## config.mk

```make
export PLATFORM = sky130hd
export DESIGN_NAME = bin_to_bcd_seq_flat
export DESIGN_NICKNAME = d
export VERILOG_FILES = /design/src/rtl/bin_to_bcd_seq_if.sv /design/src/rtl/bin_to_bcd_seq.sv /design/src/flat_wrapper.sv
export SDC_FILE = /design/constraint.sdc
export NUM_CORES = 1
export LEC_CHECK = 0
export CORE_ASPECT_RATIO = 1.25
export CORE_MARGIN = 2
export CORE_UTILIZATION = 49
export CTS_BUF_LIST = sky130_fd_sc_hd__clkbuf_4 sky130_fd_sc_hd__clkbuf_8 sky130_fd_sc_hd__clkbuf_16
export CTS_CLUSTER_SIZE = 8
export DETAILED_ROUTE_END_ITERATION = 7
export PLACE_DENSITY = 0.76
export RECOVER_POWER = 50
export SLEW_MARGIN = 40
export SYNTH_ARGS = -nofsm -noshare
export SYNTH_HDL_FRONTEND = slang
export SYNTH_SLANG_ARGS = --single-unit
```

## constraint.sdc

```tcl
create_clock -name CLOCK_50 -period 1.6 [get_ports CLOCK_50]
set_input_delay 0.24 -clock CLOCK_50 [delete_from_list [all_inputs] [get_ports CLOCK_50]]
set_output_delay 0.24 -clock CLOCK_50 [all_outputs]
set_load 0.1 [all_outputs]
```

## src/rtl/bin_to_bcd_seq_if.sv

```systemverilog
// ----------------------------------------------------------------------------
// bin_to_bcd_seq_if
//   Request/result bundle between a producer of binary counts and the
//   sequential binary-to-BCD converter.
//
//   Signals
//     start     producer -> converter  request a conversion of bin_in
//     bin_in    producer -> converter  binary value, BIN_W bits
//     busy      converter -> producer  high while the converter is shifting
//     done      converter -> producer  one-cycle pulse when results update
//     overflow  converter -> producer  last accepted value was out of range
//     bcd_out   converter -> producer  packed BCD, digit0 in [3:0]
//
//   Modports
//     master  drives start/bin_in, observes results
//     slave   the converter side
// ----------------------------------------------------------------------------
interface bin_to_bcd_seq_if #(
    parameter int unsigned BIN_W  = 14,
    parameter int unsigned DIGITS = 4
) ();

    logic                  start;
    logic [BIN_W-1:0]      bin_in;
    logic                  busy;
    logic                  done;
    logic                  overflow;
    logic [4*DIGITS-1:0]   bcd_out;

    modport master (
        output start,
        output bin_in,
        input  busy,
        input  done,
        input  overflow,
        input  bcd_out
    );

    modport slave (
        input  start,
        input  bin_in,
        output busy,
        output done,
        output overflow,
        output bcd_out
    );

endinterface

```

## src/rtl/bin_to_bcd_seq.sv

```systemverilog
// ----------------------------------------------------------------------------
// bin_to_bcd_seq
//   Sequential binary-to-BCD converter (shift-and-add-3 / double dabble).
//   Feeds the packed BCD result straight into a 4-digit seven-segment decoder.
//   Values above 10^DIGITS-1 skip the conversion and report all-F nibbles,
//   which the decoder renders as blank digits.
//
//   Ports
//     CLOCK_50  system clock, rising edge
//     RESET     synchronous active-high reset, aborts any conversion
//     conv      slave side of bin_to_bcd_seq_if:
//                 start/bin_in  request (sampled only while idle)
//                 busy          high for the BIN_W shift cycles
//                 done          one-cycle pulse when bcd_out/overflow update
//                 overflow      last accepted value exceeded 10^DIGITS-1
//                 bcd_out       packed BCD, held between conversions
//
//   Timing (start accepted at the edge ending cycle N)
//     in range : busy in N+1..N+BIN_W, done in N+BIN_W+1
//     overflow : done in N+1, busy never asserted
// ----------------------------------------------------------------------------
module bin_to_bcd_seq #(
    parameter int unsigned BIN_W  = 14,
    parameter int unsigned DIGITS = 4
) (
    input  logic                  CLOCK_50,
    input  logic                  RESET,
    bin_to_bcd_seq_if.slave       conv
);

    // ------------------------------------------------------------------------
    // Derived constants
    // ------------------------------------------------------------------------
    localparam int unsigned BcdW = 4 * DIGITS;
    localparam int unsigned SrW  = BcdW + BIN_W;
    localparam int unsigned CntW = (BIN_W < 2) ? 1 : $clog2(BIN_W + 1);

    function automatic longint unsigned pow10(input int unsigned n);
        longint unsigned r;
        r = 64'd1;
        for (int unsigned i = 0; i < n; i++) begin
            r = r * 64'd10;
        end
        return r;
    endfunction

    localparam longint unsigned MaxVal  = pow10(DIGITS) - 64'd1;
    localparam logic [CntW-1:0] LastCnt = CntW'(BIN_W - 1);

    // ------------------------------------------------------------------------
    // State
    // ------------------------------------------------------------------------
    typedef enum logic [1:0] {
        StIdle,
        StConv,
        StDone
    } state_e;

    state_e             state_q;
    logic [SrW-1:0]     sr_q;       // {bcd digits, remaining binary bits}
    logic [CntW-1:0]    cnt_q;      // shifts already performed
    logic               busy_q;
    logic               done_q;
    logic               ovf_q;
    logic [BcdW-1:0]    bcd_q;

    // ------------------------------------------------------------------------
    // Datapath: one double-dabble step on the current shift register
    // ------------------------------------------------------------------------
    logic [SrW-1:0]     sr_adj;
    logic [SrW-1:0]     sr_shift;
    logic               in_range;

    always_comb begin
        sr_adj = sr_q;
        // Each nibble is corrected independently; a nibble >= 5 would become
        // >= 10 after the shift, so pre-adding 3 makes it carry out as BCD.
        for (int unsigned d = 0; d < DIGITS; d++) begin
            if (sr_q[BIN_W + 4*d +: 4] >= 4'd5) begin
                sr_adj[BIN_W + 4*d +: 4] = sr_q[BIN_W + 4*d +: 4] + 4'd3;
            end
        end
        sr_shift = {sr_adj[SrW-2:0], 1'b0};
    end

    assign in_range = (64'(conv.bin_in) <= MaxVal);

    // ------------------------------------------------------------------------
    // Control FSM with registered outputs
    // ------------------------------------------------------------------------
    always_ff @(posedge CLOCK_50) begin
        if (RESET) begin
            state_q <= StIdle;
            sr_q    <= '0;
            cnt_q   <= '0;
            busy_q  <= 1'b0;
            done_q  <= 1'b0;
            ovf_q   <= 1'b0;
            bcd_q   <= '0;
        end else begin
            unique case (state_q)
                StIdle: begin
                    done_q <= 1'b0;
                    if (conv.start) begin
                        if (in_range) begin
                            sr_q    <= {{BcdW{1'b0}}, conv.bin_in};
                            cnt_q   <= '0;
                            busy_q  <= 1'b1;
                            state_q <= StConv;
                        end else begin
                            // Out of range: publish blanks immediately.
                            bcd_q   <= '1;
                            ovf_q   <= 1'b1;
                            done_q  <= 1'b1;
                            state_q <= StDone;
                        end
                    end
                end

                StConv: begin
                    sr_q  <= sr_shift;
                    cnt_q <= cnt_q + 1'b1;
                    if (cnt_q == LastCnt) begin
                        // Final shift: take the result from the shifted value so
                        // it appears in the same cycle as done.
                        bcd_q   <= sr_shift[SrW-1 -: BcdW];
                        ovf_q   <= 1'b0;
                        busy_q  <= 1'b0;
                        done_q  <= 1'b1;
                        state_q <= StDone;
                    end
                end

                StDone: begin
                    done_q  <= 1'b0;
                    state_q <= StIdle;
                end

                default: begin
                    busy_q  <= 1'b0;
                    done_q  <= 1'b0;
                    state_q <= StIdle;
                end
            endcase
        end
    end

    // ------------------------------------------------------------------------
    // Outputs
    // ------------------------------------------------------------------------
    assign conv.busy     = busy_q;
    assign conv.done     = done_q;
    assign conv.overflow = ovf_q;
    assign conv.bcd_out  = bcd_q;

endmodule

```

## src/flat_wrapper.sv

```systemverilog
// flat-port wrapper written by rule: the top's interface ports become plain ports
module bin_to_bcd_seq_flat 
#(
    parameter int unsigned BIN_W  = 14,
    parameter int unsigned DIGITS = 4
)
  (CLOCK_50, RESET, conv_start, conv_bin_in, conv_busy, conv_done, conv_overflow, conv_bcd_out);
  bin_to_bcd_seq_if #(.BIN_W(BIN_W), .DIGITS(DIGITS)) conv_i ();
  input  logic CLOCK_50;
  input  logic RESET;
  input wire logic [$bits(conv_i.start)-1:0] conv_start;
  input wire logic [$bits(conv_i.bin_in)-1:0] conv_bin_in;
  output wire logic [$bits(conv_i.busy)-1:0] conv_busy;
  output wire logic [$bits(conv_i.done)-1:0] conv_done;
  output wire logic [$bits(conv_i.overflow)-1:0] conv_overflow;
  output wire logic [$bits(conv_i.bcd_out)-1:0] conv_bcd_out;
  assign conv_i.start = conv_start;
  assign conv_i.bin_in = conv_bin_in;
  assign conv_busy = conv_i.busy;
  assign conv_done = conv_i.done;
  assign conv_overflow = conv_i.overflow;
  assign conv_bcd_out = conv_i.bcd_out;
  bin_to_bcd_seq #(.BIN_W(BIN_W), .DIGITS(DIGITS)) u_core (.CLOCK_50(CLOCK_50), .RESET(RESET), .conv(conv_i));
endmodule
```

==> results.tsv <==
metric	value	unit
DR vias	2293	
first-pass GRT wire length	9180	um
period utilization	98.8	%
Synth Register Bits	55	
TritonCTS clock tree	done	
Tot Pwr	0.00300	W
I/O Buffers	35	
n_diodes	0	
post-synth cell types	37	
CTS sink count	55	
post-route ant nets	0	
final WL	5830	um
crit path DAT	1.78	ns
EDFF count, synth	0	
Synth Cell Area	2550	um^2
hold_buf cts	0	
Synth Area per Inst	8.44	um^2
max_cap viols	0	
Power Internal	0.00201	W
relative slew slack	63.7	%
vias in the first global route	2214	
Layout area overhead	31.9	%
final-report hold violation count	0	
Worst Path Required	1.80	ns
register area share after synthesis	43.2	%
Layout Cells excl Fill	415	
leak pwr	1.34	nW
Synth Warn #	0	
Global Route Usage Sum	20.4	%
clock-pin slew on the worst setup and hold paths	0.09	ns
Routed wire per std cell	14.0	um
Slew @ Worst Pin	0.547	ns
Crit-path slowest cell	clkdlybuf4s50_1	
antenna violations before repair	0	
critical-path maximum fanout	9	
Setup WS pre-CTS	-0.393	ns
final worst setup slack	0.0185	ns
Final setup viols	0	
I/O pin cnt	36	
minimum clock period	1.58	ns
latest clock arrival within the worst-skew pair	0.31	ns
Setup crit start kind	input port	
Hold WS	0.265	ns
CTS buffer count	5	
DR pass1 iterations	4	
biggest area consumer among synthesized cells	dfxtp_1	
Peak VDD IR	0.000841	V
Final Max Slew Viols	0	
Die Y	84.6	um
Fmax	632	MHz
DR DRC count	0	
dpl hpwl	3750	um
crit path cell chain	clkdlybuf4s50_1 -> o21ai_1 -> o21ai_2 -> or2_4 -> buf_4 -> a31oi_1 -> nor2_1	
endpoint type of the worst setup path	register	
pwr/cell area	892	nW/um^2
ys async rst share	0	%
Max Root-Sink Buffers	2	
RSZ-0062 raised after global routing	yes	
site row count	29	
Main synth FF type	dfxtp_1	
layout cells sized above 1	30.0	%
synth top area cells	dfxtp_1 (43%), nor2_1 (8.5%), nand2_1 (5.2%)	
Post-Synthesis Cells	302	
CTS root buffer	clkbuf_8	
class of the worst hold path	in2reg	
# H-tree levels	2	
initial core utilization	50.5	%
largest net degree at the start of global routing	56	
Post-Syn Nets	329	
area share of the largest cell type after synthesis	43.2	%
clock power share	25.9	%
sw power	0.000989	W
Die X	68.5	um
Sw Share	33.0	%
Crit Path Category	in2reg	
Core Region	5040	um^2
GRT overflow	0	
Die Area	5800	um^2
CP max stage delay	0.45	ns
vias per cell	5.53	
drt first-iter violations	138	
Combinational Power Share	24.1	%
number of placed cells counting well taps	406	
outcome	completed	
Nets	379	
Reg power frac	50.0	%
GP Congestion	0.784	
Clock Skew	0.00625	ns
[state kept, by name (all words and copies together) (netlist names)]
register,cells
u_core.conv.done,1
u_core.cnt_q,4
u_core.state_q,2
u_core.conv.overflow,1
u_core.conv.bcd_out,16
u_core.sr_q,30
u_core.conv.busy,1
[cell type report]
| cell class | instances | area (um^2) |
|---|---|---|
| flip-flops and latches | 55 | 1110 |
| inverters | 9 | 33.8 |
| repair buffers | 64 | 551 |
| clock buffers | 7 | 83.8 |
| well taps | 62 | 77.6 |
| clock inverters | 1 | 5.00 |
| fillers | 387 | 1680 |
| multi-input cells | 217 | 1500 |
[synthesized netlist by cell type (6+ instances only)]
master	instances
nand2_1	35
nor3b_1	8
ha_1	10
a21oi_1	15
nor2b_1	6
clkbuf_1	13
a311oi_1	13
nor2_1	58
nand2b_1	6
dfxtp_1	55
a211oi_2	7
inv_1	9
a211oi_1	9
nor3_1	6
[stage by stage]
stage | cell area, um^2 | setup TNS, ns | util (%)
2_1_floorplan | 2550 | 0 | -
3_3_place_gp | 3320 | -13.62 | 65.8
3_5_place_dp | 3320 | -16.13 | 65.8
4_1_cts | 3440 | 0 | 68.2
5_1_grt | 3360 | -0.525 | 66.7
6_report | 3360 | 0 | 66.7
[cells in the final DEF, fill, tap and decap left out, drive strengths merged]
cell type and n:
ha 10, nand4 1, mux2 4, nor2b 6, clkinv 1, nor3 6, nand2b 6, a211oi 16
a21o 1, nor4 1, buf 29, nor2 59, o21ai 6, a31oi 5, or2 1, inv 9
clkbuf 27, o22ai 4, a2bb2oi 3, a21oi 15, o22a 4, xnor2 4, clkdlybuf4s50 7, a22oi 1
o21bai 1, dfxtp 55, nor3b 8, nand3 3, nand2 35, o211a 1, dlymetal6s2s 8, o2111ai 1
a311oi 13, xor2 2
[path summary, 6_finish.rpt]
kind              startpoint         endpoint  slack [ns]  cells past startpoint
min           conv_bin_in[9]   u_core.sr_q[9]        0.26                      3
max          conv_bin_in[11]  u_core.sr_q[21]        0.02                      7
max reg2reg  u_core.sr_q[22]  u_core.sr_q[24]        0.04                      7
min reg2reg  u_core.sr_q[11]  u_core.sr_q[11]        0.49                      2
[kinds of logic after synthesis]
family                     Yosys count  share of synthesized area, %
adders and majority gates           10                          4.91
muxes                                4                          1.77
AOI/OAI and AO/OA                   71                          20.9
buffers and inverters               30                          5.20
xor gates and xnor gates             6                          2.06
DFF                                 55                          43.2
and+or+nand+nor                    126                          21.9
[metal layers]
metal | up-vias | global-route usage, % | share of wire (%)
met3 | 12 | 4.42 | 4.1
li1 | 1146 | - | -
met4 | 0 | 7.27 | 2.2
met2 | 47 | 35.1 | 54
met5 | - | 0 | 0
met1 | 1088 | 24.1 | 40
[power groups by stage]
stage	combinational, W	clock (W)	sequential [W]
CTS	0.000798	0.000794	0.00152
detailed placement	0.000795	0	0.00155
global route	0.000771	0.000843	0.00151
floorplan	0.000240	0	0.00179
global placement	0.000785	0	0.00155
finish	0.000721	0.000777	0.00150
[worst max-delay path: cells and delay by family]
kind / cells / cell delay [ns]
compound gates: 3 / 0.59
simple gates: 2 / 0.34
buf+inv: 2 / 0.62
[what timing repair did]
item	in CTS	in global routing
setup endpoints to repair	23	47
gates cloned	0	1
pin swaps	2	12
buffers inserted	0	0
resized for setup	9	46
Power figures use the tool's default switching activity.
